File: src/rtl/mod_mul_unit_pkg.sv
// Shared definitions for the modular multiplier: FSM state encoding and default width.
package mod_mul_unit_pkg;

    localparam int DEFAULT_W = 32;

    typedef enum logic [1:0] {
        IDLE   = 2'd0,
        REDUCE = 2'd1,
        MUL    = 2'd2,
        FINISH = 2'd3
    } state_e;

endpackage

File: src/rtl/mod_mul_unit_if.sv
// Start/done handshake bundle between a caller (master) and the modular multiplier (slave).
interface mod_mul_unit_if
    import mod_mul_unit_pkg::*;
#(
    parameter int W = DEFAULT_W
);

    logic         start;
    logic [W-1:0] a;
    logic [W-1:0] b;
    logic [W-1:0] m;
    logic [W-1:0] result;
    logic         done;

    modport master (output start, a, b, m, input result, done);
    modport slave  (input start, a, b, m, output result, done);

endinterface

File: src/rtl/mod_mul_unit_step.sv
// One MSB-first double-and-add step of modular multiplication; keeps acc < m.
module mod_mul_step
    import mod_mul_unit_pkg::*;
#(
    parameter int W = DEFAULT_W
) (
    input  logic [W-1:0] acc_i,
    input  logic [W-1:0] a_red_i,
    input  logic [W-1:0] m_i,
    input  logic         b_bit_i,
    output logic [W-1:0] acc_o
);

    logic [W+1:0] mWide;
    logic [W+1:0] dbl;
    logic [W+1:0] dblRed;
    logic [W+1:0] sum;

    // Each partial value stays below 2m, so a single conditional subtract restores acc < m.
    always_comb begin
        mWide  = {2'b00, m_i};
        dbl    = {1'b0, acc_i, 1'b0};
        dblRed = (dbl >= mWide) ? (dbl - mWide) : dbl;
        sum    = b_bit_i ? (dblRed + {2'b00, a_red_i}) : dblRed;
        acc_o  = (sum >= mWide) ? W'(sum - mWide) : W'(sum);
    end

endmodule

File: src/rtl/mod_mul_unit.sv
// Sequential (a*b) mod m: W cycles reducing a by restoring division, then W multiply steps.
module mod_mul_unit
    import mod_mul_unit_pkg::*;
#(
    parameter int W = DEFAULT_W
) (
    input  logic           clk,
    input  logic           reset,
    mod_mul_unit_if.slave  bus
);

    localparam int CW = (W > 1) ? $clog2(W) : 1;

    state_e        state_q, state_d;
    logic [W-1:0]  a_q, a_d;
    logic [W-1:0]  b_q, b_d;
    logic [W-1:0]  m_q, m_d;
    logic [W-1:0]  r_q, r_d;
    logic [W-1:0]  acc_q, acc_d;
    logic [CW-1:0] cnt_q, cnt_d;
    logic [W-1:0]  result_q, result_d;
    logic          done_q, done_d;

    logic [W:0]    rShift;
    logic [W-1:0]  rNext;
    logic [W-1:0]  accNext;
    logic          lastBit;

    mod_mul_step #(.W(W)) u_step (
        .acc_i   (acc_q),
        .a_red_i (r_q),
        .m_i     (m_q),
        .b_bit_i (b_q[W-1]),
        .acc_o   (accNext)
    );

    // a and b are consumed MSB first by shifting the captured copies left each cycle.
    always_comb begin
        rShift  = {r_q, a_q[W-1]};
        rNext   = (rShift >= {1'b0, m_q}) ? W'(rShift - {1'b0, m_q}) : W'(rShift);
        lastBit = (cnt_q == CW'(W - 1));
    end

    always_comb begin
        state_d  = state_q;
        a_d      = a_q;
        b_d      = b_q;
        m_d      = m_q;
        r_d      = r_q;
        acc_d    = acc_q;
        cnt_d    = cnt_q;
        result_d = result_q;
        done_d   = done_q;
        case (state_q)
            IDLE: begin
                if (bus.start) begin
                    done_d  = 1'b0;
                    a_d     = bus.a;
                    b_d     = bus.b;
                    m_d     = bus.m;
                    r_d     = '0;
                    acc_d   = '0;
                    cnt_d   = '0;
                    state_d = (bus.m == '0) ? FINISH : REDUCE;
                end else begin
                    done_d = 1'b1;
                end
            end
            REDUCE: begin
                r_d   = rNext;
                a_d   = a_q << 1;
                cnt_d = cnt_q + 1'b1;
                if (lastBit) begin
                    cnt_d   = '0;
                    state_d = MUL;
                end
            end
            MUL: begin
                acc_d = accNext;
                b_d   = b_q << 1;
                cnt_d = cnt_q + 1'b1;
                if (lastBit) begin
                    cnt_d   = '0;
                    state_d = FINISH;
                end
            end
            FINISH: begin
                result_d = acc_q;
                done_d   = 1'b1;
                state_d  = IDLE;
            end
            default: state_d = IDLE;
        endcase
    end

    always_ff @(posedge clk) begin
        if (reset) begin
            state_q  <= IDLE;
            a_q      <= '0;
            b_q      <= '0;
            m_q      <= '0;
            r_q      <= '0;
            acc_q    <= '0;
            cnt_q    <= '0;
            result_q <= '0;
            done_q   <= 1'b0;
        end else begin
            state_q  <= state_d;
            a_q      <= a_d;
            b_q      <= b_d;
            m_q      <= m_d;
            r_q      <= r_d;
            acc_q    <= acc_d;
            cnt_q    <= cnt_d;
            result_q <= result_d;
            done_q   <= done_d;
        end
    end

    assign bus.result = result_q;
    assign bus.done   = done_q;

endmodule

File: src/flat_wrapper.sv
// flat-port wrapper written by rule: the top's interface ports become plain ports
module mod_mul_unit_flat import mod_mul_unit_pkg::*;
#(
    parameter int W = DEFAULT_W
)
  (clk, reset, bus_start, bus_a, bus_b, bus_m, bus_result, bus_done);
  mod_mul_unit_if #(.W(W)) bus_i ();
  input  logic clk;
  input  logic reset;
  input wire logic [$bits(bus_i.start)-1:0] bus_start;
  input wire logic [$bits(bus_i.a)-1:0] bus_a;
  input wire logic [$bits(bus_i.b)-1:0] bus_b;
  input wire logic [$bits(bus_i.m)-1:0] bus_m;
  output wire logic [$bits(bus_i.result)-1:0] bus_result;
  output wire logic [$bits(bus_i.done)-1:0] bus_done;
  assign bus_i.start = bus_start;
  assign bus_i.a = bus_a;
  assign bus_i.b = bus_b;
  assign bus_i.m = bus_m;
  assign bus_result = bus_i.result;
  assign bus_done = bus_i.done;
  mod_mul_unit #(.W(W)) u_core (.clk(clk), .reset(reset), .bus(bus_i));
endmodule
File: config.mk
export PLATFORM = sky130hd
export DESIGN_NAME = mod_mul_unit_flat
export DESIGN_NICKNAME = d
export VERILOG_FILES = /design/src/rtl/mod_mul_unit_pkg.sv /design/src/rtl/mod_mul_unit_if.sv /design/src/rtl/mod_mul_unit_step.sv /design/src/rtl/mod_mul_unit.sv /design/src/flat_wrapper.sv
export SDC_FILE = /design/constraint.sdc
export NUM_CORES = 1
export LEC_CHECK = 0
export BUFFER_PORTS_ARGS = -buffer_cell sky130_fd_sc_hd__buf_2
export CORE_UTILIZATION = 30
export DETAILED_ROUTE_END_ITERATION = 16
export PLACE_DENSITY_LB_ADDON = 0.1
export SLEW_MARGIN = 20
export SYNTH_ARGS = -nofsm -noshare
export SYNTH_HDL_FRONTEND = slang
export SYNTH_SLANG_ARGS = --single-unit
File: constraint.sdc
create_clock -name clk -period 7.95 [get_ports clk]
set_clock_uncertainty 0.05 [all_clocks]
set_input_delay 1.1925 -clock clk [delete_from_list [all_inputs] [get_ports clk]]
set_output_delay 1.1925 -clock clk [all_outputs]
set_load 0.05 [all_outputs]
After elaboration in Yosys (flattened, before gate mapping)
Index checks and enable logic that the tools add are counted.
{"block": "word_totals", "out_inout_bits": 33, "register_bits": 200, "input_bits": 99}
{"block": "op_classes", "mux": 21, "n_addsub": 5, "order_cmp": 3, "n_reduce_logical": 12, "eq_ne": 7}
{"op": "one-hot mux 32 bit (2 select lines)", "count": 4}
{"op": "two-way mux 32 bit", "count": 5}
{"op": "two-way mux 34 bit", "count": 2}
{"op": "greater-or-equal comparator 33 x 32 -> 1 bit", "count": 2}
{"op": "subtractor 32 bit", "count": 2}
{"op": "adder 34 x 32 -> 34 bit", "count": 1}
{"op": "greater-or-equal comparator 34 x 32 -> 1 bit", "count": 1}
{"op": "subtractor 33 x 32 -> 34 bit", "count": 1}
{"op": "logical NOT 32 bit", "count": 1}
{"op": "two-way mux 5 bit", "count": 2}
{"op": "one-hot mux 5 bit (2 select lines)", "count": 1}
{"op": "two-way mux 2 bit", "count": 4}
{"op": "one-hot mux 2 bit (4 select lines)", "count": 1}
{"op": "AND reduction 2 bit", "count": 4}
{"op": "nonzero test 2 bit", "count": 4}
{"op": "adder 5 x 1 -> 5 bit, second input constant", "count": 1}
{"op": "equality test 5 bit, second input constant", "count": 1}
{"op": "equality test 2 bit, second input constant", "count": 2}
{"op": "!= test 2 x 1 -> 1 bit, second input constant", "count": 2}
{"op": "AND reduction 3 bit", "count": 1}
{"op": "equality test 2 x 1 -> 1 bit, second input constant", "count": 1}
{"op": "logical NOT 2 bit", "count": 1}
{"op": "!= test 2 bit, second input constant", "count": 1}
{"op": "one-hot mux 1 bit (2 select lines)", "count": 1}
{"op": "other kinds (2)", "count": 2}

Depth between registers and ports, before layout
Gate-level depths: netlist of the first run.
{"block": "logic_depth", "depth_word": 7, "mapped_depth": 36, "ltp_nobuf": 33}

Cells and area by module
A second synthesis of the first run with hierarchy kept.
{"block": "unflattened", "hier_cells": 2033, "area_unflattened_um2": 16164.3}
{"module": "mod_mul_unit", "instances": 1, "cells_each": 1127, "area_per_inst_um2": 9620.5, "seq_area_each_um2": 4003.8}
{"module": "mod_mul_step", "instances": 1, "cells_each": 906, "area_per_inst_um2": 6543.8, "seq_area_each_um2": 0.0}

Worst setup path after synthesis of the first run
Ideal clock, no wire load.
{"block": "synth_path", "path_type": "register to register", "from": "register u_core.m_q[15]", "to": "register u_core.acc_q[20]", "stages_incl_launch_ff": 36, "period_less_slack_ps": 7156, "setup_time_ps": 128, "setup_slack_ps": 794, "t_required_ps": 7772, "n_path_buf": 3, "arrival_ps": 6978, "cell_sequence": "dfxtp_1 inv_1 ha_1 a21o_1 a21oi_1 o21ai_1 or2_1 a22oi_4 o211a_4 buf_2 buf_2 nor2_1 ha_1 fa_1 a211oi_1 o211ai_1 nand4_1 a31oi_2 a221oi_2 nor2b_1 a41oi_1 nor3b_1 or4_1 ha_1 nand3_1 inv_1 nand4_1 or4_1 nor4_1 nor2_1 nand2_1 a211oi_2 o31ai_4 buf_6 mux2i_1 o21ai_1"}
{"block": "synth_between", "elab_chain_cells": 7}
{"element": "start, declared", "line_no": "mod_mul_unit.sv:17", "source": "logic [W-1:0] m_q, m_d;"}
{"element": "start signal, assigned", "line_no": "mod_mul_unit.sv:111", "source": "m_q <= m_d;"}
{"element": "subtractor 33 x 32 -> 34 bit or greater-or-equal comparator 33 x 32 -> 1 bit (tied branches)", "line_no": "mod_mul_unit_step.sv:23", "source": "dblRed = (dbl >= mWide) ? (dbl - mWide) : dbl;"}
{"element": "two-way mux 34 bit", "line_no": "mod_mul_unit_step.sv:23"}
{"element": "adder 34 x 32 -> 34 bit", "line_no": "mod_mul_unit_step.sv:24", "source": "sum = b_bit_i ? (dblRed + {2'b00, a_red_i}) : dblRed;"}
{"element": "two-way mux 34 bit", "line_no": "mod_mul_unit_step.sv:24"}
{"element": "subtractor 32 bit or greater-or-equal comparator 34 x 32 -> 1 bit (tied branches)", "line_no": "mod_mul_unit_step.sv:25", "source": "acc_o = (sum >= mWide) ? W'(sum - mWide) : W'(sum);"}
{"element": "two-way mux 32 bit (*)", "line_no": "mod_mul_unit_step.sv:25"}
{"element": "one-hot mux 32 bit (2 select lines) (*)", "line_no": "mod_mul_unit.sv:54", "source": "case (state_q)"}
{"element": "end signal, assigned", "line_no": "mod_mul_unit.sv:103", "source": "acc_q <= '0;"}
{"element": "end signal, assigned", "line_no": "mod_mul_unit.sv:113", "source": "acc_q <= acc_d;"}
{"element": "end, declared", "line_no": "mod_mul_unit.sv:19", "source": "logic [W-1:0] acc_q, acc_d;"}
Every way passes the cells marked *; elsewhere a longest branch is shown, timed or not.
A chain may end at the register's enable or synchronous reset.

Worst setup path in the final report of the first run
{"block": "layout_path", "from": "register u_core.m_q[1]", "to": "register u_core.acc_q[9]"}
Same word-level chain as after synthesis.

==> results of run 1 <==
==> metrics by stage <==
step	setup TNS, ns	area [µm²]	setup WS [ns]
final	0	18400	0.2971
after global routing	-0.3299	18400	-0.05626
after CTS	0	18010	0.02506
after detailed placement	-0.05010	17430	-0.03522
after global placement	0	17430	0.1746
after floorplan	0	15590	0.7938
==> path summary, 6_finish.rpt <==
check                                    start               to  slack [ns]  cells past startpoint
worst max register to register   u_core.m_q[1]  u_core.acc_q[9]        0.30                     36
worst min-delay path            u_core.m_q[31]   u_core.m_q[31]        0.41                      2
worst min register to register  u_core.m_q[31]   u_core.m_q[31]        0.41                      2
worst max-delay path             u_core.m_q[1]  u_core.acc_q[9]        0.30                     36
==> worst max-delay path: cells and delay by family, from the launching register on <==
kind	cells	cell delay, ns
AOI/OAI and AO/OA	13	2.17
xor gates and xnor gates	1	0.21
adders and majority gates	3	1.02
DFF	1	0.33
muxes	1	0.18
buffers and inverters	5	0.69
and+or+nand+nor	13	2.81
==> logic make-up (layout without fill, tap and decap cells) <==
kind of cell	after synthesis	in the layout	share of synthesized area, %
buffers and inverters	165	327	4.205
adder cells (fa/ha/maj)	138	138	11.27
AND/OR/NAND/NOR	604	604	17.57
AO/OA/AOI/OAI	569	570	23.95
multiplexers	183	183	11.93
flip-flops	200	200	25.68
XOR/XNOR	96	96	5.393
==> layer usage <==
layer	vias to the layer above	GRT usage (%)	routed length [µm]
li1	7379	-	-
met1	7136	29.26	27650
met2	308	34.02	25910
met3	51	3.423	2431
met4	2	5.484	1026
met5	-	0	10
==> synth_stat cells, types with 27 or more instances <==
library cell | number | area (µm²)
nor3_1 | 27 | 135.1
inv_1 | 76 | 285.3
mux2i_1 | 160 | 1602
a211oi_1 | 77 | 578.1
clkbuf_1 | 73 | 274.0
ha_1 | 134 | 1677
xnor2_1 | 64 | 560.5
a21oi_1 | 147 | 735.7
o21ai_1 | 35 | 175.2
nand2_1 | 221 | 829.6
dfxtp_1 | 200 | 4004
nor2_1 | 194 | 728.2
o21ai_0 | 111 | 555.5
xor2_1 | 32 | 280.3
a21o_1 | 62 | 465.5
==> layout make-up <==
type,instances,area (µm²),share of cell area [%]
clock buffers,18,439.2,2.386
clock inverters,12,138.9,0.7547
inverters,76,285.3,1.550
multi-input cells,1591,11280,61.31
flip-flops and latches,200,4006,21.77
well taps,680,850.8,4.623
repair buffers,221,1400,7.608
==> sequential cells by signal (all words and copies together) (netlist names) <==
name               flops
u_core.cnt_q           5
u_core.r_q            32
u_core.b_q            32
u_core.acc_q          32
u_core.m_q            32
u_core.state_q         2
u_core.bus.result     32
u_core.bus.done        1
u_core.a_q            32
==> timing repair <==
action,in CTS,in global routing
pin swaps,0,15
setup buffers,0,7
gates resized for setup,2,60
cloned,0,2
endpoints found under the setup margin,28,32
hold buffers,0,0
==> results.yml, run 1 <==
flow_run:
  timing.max_cap.violations: 0
clock_network:
  tritoncts.num_buffers: 17
  clock_sink_count: 200
  htree_num_levels: 4
  cts.clk_slew.worst_paths_ns: 0.07
  worstSkewPairLatency_ns: 0.50
  max-clock-path-buffers: 2
  cts-root-buf: "clkbuf_16"
  tritoncts_clock_tree: "built"
routing:
  via_per_instance_ratio: 5.317
  wl_mm: 57.02
  route.vias.total: 14880
  drt_iter0_markers: 869
  drt_first_pass_iters: 5
  avgRoutedWirePerCell_um: 20.38
  route.detailed.drc: 0
  ant_nets: 0
cells_and_area:
  layout_commonest_cell: "nand2_1"
  share_of_cells_above_drive_strength_1_pct: 17.14
  final.fill_count: 5439
  post_route_non_filler_standard_cell_count: 2798
  area_growth_syn_to_layout_pct: 18.03
  layout.nets: 2344
  diodes_inserted: 0
  most-common-layout-cells: "nand2_1, dfxtp_1, nor2_1"
  finish.utilization_pct: 35.87
global_route:
  grt_max_degree: 69
  grt_pass1_wl_mm: 85.43
  gr-usage-all-layers_pct: 21.19
  grt_remaining_overflow: 0
  number_of_global_route_vias_before_repair: 13990
  antenna_found_initial: 2
synth:
  yosys_warnings: 0
  yosysUniqueCellTypes: 85
  synth_enable_flop_cells: 0
  syn_area_um2: 15590
  synth-seq-cells: 200
  post_syn_nets: 2192
  proportion_of_synthesized_chip_area_in_sequential_cells_pct: 25.68
  syn_area_cell_um2: 7.975
  syn-instance-count: 1955
  synthArstFlopShare_pct: 0
  ys_dominant_reg_cell: "dfxtp_1"
floorplan:
  placement_rows: 83
  fp.dieH_um: 230.0
  fp.dieW_um: 230.0
  floorplan.core_area_um2: 51300
  ios: 132
  design.die.area_um2: 52890
  floorplan.initialDensity_pct: 30.39
sta:
  finalHoldViolCount: 0
  worst_pin_slew_ns: 1.021
  setup_viol: 0
  slew_viols_final: 0
  slew_hr_pct: 31.77
  fin_worst_hold_slack_ns: 0.4060
  max_clock_freq_mhz: 130.7
  min_period_over_period_pct: 96.26
  finalCriticalPeriod_ns: 7.653
worst_setup_path:
  worst-endpoint-arrival_ns: 7.95
  critical_path.slowest_cell: "or4_4"
  startpoint_type: "flop"
  crit_path_max_incr_delay_ns: 0.54
  timing.critical_path.to_type: "flop"
  worstPathRequired_ns: 8.24
  max_fo_critical_path: 8
  criticalPathCategory: "flop to flop"
placed_design:
  dp.final_hpwl_mm: 44.22
  port-buffer-count: 131
  dp_cell_count: 2759
  gpl_congestion: 0.9170
run_status:
  run_status: "finished, final reports clean"
worst_hold_path:
  worstHoldPathType: "flop to flop"
Power of run 1 is not shown: default switching activity piles up to over one toggle a cycle in this logic, so the estimate is an artifact.
==> run 2: changes to the inputs <==
--- a/config.mk
+++ b/config.mk
@@ -6,9 +6,11 @@
 export NUM_CORES = 1
 export LEC_CHECK = 0
 export BUFFER_PORTS_ARGS = -buffer_cell sky130_fd_sc_hd__buf_2
+export CORE_MARGIN = 1
 export CORE_UTILIZATION = 30
 export DETAILED_ROUTE_END_ITERATION = 16
 export PLACE_DENSITY_LB_ADDON = 0.1
+export REMOVE_ABC_BUFFERS = 1
 export SLEW_MARGIN = 20
 export SYNTH_ARGS = -nofsm -noshare
 export SYNTH_HDL_FRONTEND = slang
==> constraint.sdc (replaced) <==
create_clock -name clk -period 8.08 [get_ports clk]
set_clock_uncertainty 0.05 [all_clocks]
set_input_delay 1.212 -clock clk [delete_from_list [all_inputs] [get_ports clk]]
set_output_delay 1.212 -clock clk [all_outputs]
set_load 0.05 [all_outputs]
==> results.yml, run 2 (synthesis results as in run 1) <==
run_status:
  run_status: "finished, final reports clean"
clock_network:
  htree_num_levels: 4
  cts-root-buf: "clkbuf_16"
  max-clock-path-buffers: 2
  tritoncts_clock_tree: "built"
  worstSkewPairLatency_ns: 0.50
  tritoncts.num_buffers: 17
  cts-hold-fix-buffers: 0
  cts.clk_slew.worst_paths_ns: 0.08
  clock_sink_count: 200
sta:
  finalCriticalPeriod_ns: 7.707
  max_clock_freq_mhz: 129.8
  setup_tns_ns: 0
  worst_pin_slew_ns: 1.117
  setup_viol: 0
  setup_slack_ns: 0.3732
  min_period_over_period_pct: 95.38
  slew_viols_final: 0
  slew_hr_pct: 25.55
  finalHoldViolCount: 0
cells_and_area:
  most-common-layout-cells: "nand2_1, dfxtp_1, nor2_1"
  area_growth_syn_to_layout_pct: 17.04
  stdcell_area_um2: 18250
  share_of_cells_above_drive_strength_1_pct: 15.74
  layout_commonest_cell: "nand2_1"
  final.fill_count: 5465
  layout.nets: 2353
placed_design:
  cell_area_placed_um2: 17420
  port-buffer-count: 131
  dp.final_hpwl_mm: 42.36
  post-place-ws_ns: 0.01803
  gpl_congestion: 0.9175
routing:
  avgRoutedWirePerCell_um: 19.21
  drt_first_pass_iters: 5
  route.detailed.drc: 0
  drt_iter0_markers: 731
  wl_mm: 54.01
  ant_nets: 0
  route.vias.total: 14570
  via_per_instance_ratio: 5.184
worst_setup_path:
  cpLargestDelayFamily: "compound AO/OA/AOI/OAI gates"
  timing.critical_path.to_type: "flop"
  max_fo_critical_path: 6
  critical_path.slowest_cell: "fa_1"
  startpoint_type: "flop"
  criticalPathCategory: "flop to flop"
  worst-endpoint-arrival_ns: 8.08
  worstPathRequired_ns: 8.45
  crit_path_max_incr_delay_ns: 0.46
  timing.critical_path.buf_inv: 4
  crit_top_cell: "a21oi_1"
global_route:
  gr-usage-all-layers_pct: 20.29
  grt_max_degree: 69
  grt_use_met3_pct: 4.030
  grt_pass1_wl_mm: 81.79
  met1_usage_pct: 28.73
  antenna_found_initial: 5
  top_usage_layer: "met2"
  grt_remaining_overflow: 0
  global_route.usage.met2_pct: 28.79
  number_of_global_route_vias_before_repair: 14030
floorplan:
  fp.dieW_um: 230.0
  fp.dieH_um: 230.0
  floorplan.core_area_um2: 51300
  placement_rows: 83
  floorplan.initialDensity_pct: 30.39
  ios: 132
  design.die.area_um2: 52890
flow_run:
  timing.max_cap.violations: 0
worst_hold_path:
  worstHoldPathType: "flop to flop"
run 2: changes by cell type in the layout (fill, tap and decap cells not counted), sizes merged:
cell	before	now
diode	0	2
clkbuf	19	18
buf	220	229
clkinvlp	1	4
bufinv	1	0
o31ai	14	15
run 2: final timing paths:
path | startpoint | end | slack, ns | cells after the start
worst max-delay path | u_core.acc_q[0] | u_core.acc_q[0] | 0.37 | 33
worst min-delay path | u_core.m_q[18] | u_core.m_q[18] | 0.41 | 2
worst max register to register | u_core.acc_q[0] | u_core.acc_q[0] | 0.37 | 33
worst min register to register | u_core.m_q[18] | u_core.m_q[18] | 0.41 | 2
run 2: final cells by class:
class / count / area, µm² / share of cell area [%]
inverter: 76 / 285.3 / 1.563
timing repair buffer: 229 / 1423 / 7.796
tap: 680 / 850.8 / 4.663
multi-input combinational: 1592 / 11090 / 60.77
clock buffer: 18 / 429.2 / 2.352
sequential: 200 / 4009 / 21.97
clock inverter: 14 / 157.7 / 0.8640
antenna: 2 / 5.005 / 0.02743
run 2: what timing repair did:
action,CTS,global route
setup endpoints to repair,4,32
gates cloned,0,2
pin swaps,0,5
resized for setup,1,20
setup buffers,0,12
run 2: routing by layer:
metal | part of all wire (%) | vias up
met3 | 5.2 | 72
met2 | 41 | 329
met5 | 0.044 | -
met4 | 4.3 | 4
met1 | 50 | 6763
li1 | - | 7404
run 2: worst min-delay path: cells and delay by family, from the launching register on:
kind	cells	cell delay [ns]
AO/OA/AOI/OAI	1	0.05
flip-flops	1	0.32
AND/OR/NAND/NOR	1	0.05
run 2: through the flow:
stage	hold WS, ns	std cells	util [%]
5_1_grt	0.4185	2810	35.56
2_1_floorplan	0.3803	1866	-
4_1_cts	0.4092	2795	35.10
6_report	0.4059	2811	35.57
3_3_place_gp	0.3939	2763	33.95
3_5_place_dp	0.3972	2763	33.95
Power of run 2 is left out for the same reason.
==> run 3: changes to the inputs <==
--- a/config.mk
+++ b/config.mk
@@ -5,13 +5,13 @@
 export SDC_FILE = /design/constraint.sdc
 export NUM_CORES = 1
 export LEC_CHECK = 0
-export BUFFER_PORTS_ARGS = -buffer_cell sky130_fd_sc_hd__buf_2
+export BUFFER_PORTS_ARGS = -buffer_cell sky130_fd_sc_hd__buf_4
 export CORE_MARGIN = 1
 export CORE_UTILIZATION = 30
 export DETAILED_ROUTE_END_ITERATION = 16
+export GPL_ROUTABILITY_DRIVEN = 0
 export PLACE_DENSITY_LB_ADDON = 0.1
 export REMOVE_ABC_BUFFERS = 1
-export SLEW_MARGIN = 20
 export SYNTH_ARGS = -nofsm -noshare
 export SYNTH_HDL_FRONTEND = slang
 export SYNTH_SLANG_ARGS = --single-unit
==> results.yml, run 3 (synthesis results as in run 1) <==
run_status:
  run_status: "finished, final reports clean"
sta:
  max_clock_freq_mhz: 130.8
  setup_tns_ns: 0
  setup_slack_ns: 0.4323
  slew_viols_final: 0
  fin_worst_hold_slack_ns: 0.4053
  finalHoldViolCount: 0
  finalCriticalPeriod_ns: 7.648
  min_period_over_period_pct: 94.65
  setup_viol: 0
  worst_pin_slew_ns: 1.097
  slew_hr_pct: 26.88
routing:
  via_per_instance_ratio: 5.267
  route.detailed.drc: 0
  wl_mm: 53.05
  ant_nets: 0
  route.vias.total: 14610
  drt_first_pass_iters: 7
  drt_iter0_markers: 875
  avgRoutedWirePerCell_um: 19.13
cells_and_area:
  layout.nets: 2318
  area_growth_syn_to_layout_pct: 17.53
  most-common-layout-cells: "nand2_1, dfxtp_1, nor2_1"
  diodes_inserted: 0
  layout_commonest_cell: "nand2_1"
  final.fill_count: 5439
  share_of_cells_above_drive_strength_1_pct: 14.72
  stdcell_area_um2: 18330
clock_network:
  cts-root-buf: "clkbuf_16"
  cts-hold-fix-buffers: 0
  max-clock-path-buffers: 2
  tritoncts_clock_tree: "built"
  htree_num_levels: 4
  tritoncts.num_buffers: 17
  cts.clk_slew.worst_paths_ns: 0.08
  clock_sink_count: 200
  worstSkewPairLatency_ns: 0.51
global_route:
  grt_pass1_wl_mm: 79.92
  global_route.usage.met2_pct: 29.53
  top_usage_layer: "met2"
  antenna_found_initial: 0
  number_of_global_route_vias_before_repair: 13740
  grt_use_met3_pct: 4.402
  met1_usage_pct: 27.64
  gr-usage-all-layers_pct: 19.66
  grt_remaining_overflow: 0
  grt_max_degree: 65
worst_setup_path:
  worstPathRequired_ns: 8.46
  crit_path_max_incr_delay_ns: 0.57
  criticalPathCategory: "flop to flop"
  max_fo_critical_path: 12
  critical_path.slowest_cell: "or4_1"
  worst-endpoint-arrival_ns: 8.03
  timing.critical_path.to_type: "flop"
  startpoint_type: "flop"
floorplan:
  design.die.area_um2: 52890
  floorplan.initialDensity_pct: 30.39
  fp.dieW_um: 230.0
  fp.dieH_um: 230.0
  floorplan.core_area_um2: 51300
  placement_rows: 83
  ios: 132
placed_design:
  dp.final_hpwl_mm: 40.82
  post-place-ws_ns: 0.1277
  port-buffer-count: 131
  cell_area_placed_um2: 17440
worst_hold_path:
  worstHoldPathType: "flop to flop"
flow_run:
  timing.max_cap.violations: 0
[run 3: cell types whose count changed in the layout (fill, tap and decap cells not counted), moves of 2 or more]
cell,delta
ha_1,-2
o211a_4,+2
buf_2,-130
diode_2,-2
buf_4,+93
nor4_2,+2
inv_8,+3
clkinv_4,+2
nor4_1,-2
ha_2,+2
clkinv_8,-4
[run 3: metal layers]
layer / part of all wire, % / vias up / wire, µm
met1: 49 / 6855 / 26220
met3: 5.4 / 51 / 2861
met2: 43 / 345 / 22600
li1: - / 7354 / -
met5: 0 / - / 0
met4: 2.6 / 0 / 1367
[run 3: cell type report]
cell class | instances | area (µm²) | share of cell area, %
clock inverters | 14 | 135.1 | 0.7374
multi-input cells | 1592 | 11120 | 60.66
inverters | 76 | 285.3 | 1.557
clock buffers | 17 | 425.4 | 2.321
flip-flops and latches | 200 | 4006 | 21.86
repair buffers | 194 | 1506 | 8.221
well taps | 680 | 850.8 | 4.643
[run 3: critical path, delay by kind of cell, from the launching register on]
kind / cells / cell delay, ns
flops: 1 / 0.37
compound gates: 13 / 2.30
mux: 2 / 0.62
buf+inv: 4 / 0.55
simple gates: 11 / 2.51
fa+ha+maj: 3 / 1.12
[run 3: worst paths after layout]
kind	start	end	slack, ns	cells past startpoint
worst max-delay path	u_core.acc_q[0]	u_core.acc_q[0]	0.43	33
worst min-delay path	u_core.m_q[10]	u_core.m_q[10]	0.41	2
worst min register to register	u_core.m_q[10]	u_core.m_q[10]	0.41	2
worst max register to register	u_core.acc_q[0]	u_core.acc_q[0]	0.43	33
[run 3: per-stage QoR]
| stage | cells | utilization (%) |
|---|---|---|
| finish | 2773 | 35.72 |
| global route | 2773 | 35.72 |
| CTS | 2754 | 35.09 |
| detailed placement | 2723 | 34.00 |
| global placement | 2723 | 34.00 |
| floorplan | 1866 | - |
[run 3: timing repair]
| item | CTS | global route |
|---|---|---|
| gates resized for setup | 0 | 30 |
| buffers inserted | 0 | 16 |
| endpoints found under the setup margin | 0 | 32 |
Power of run 3 is left out for the same reason.
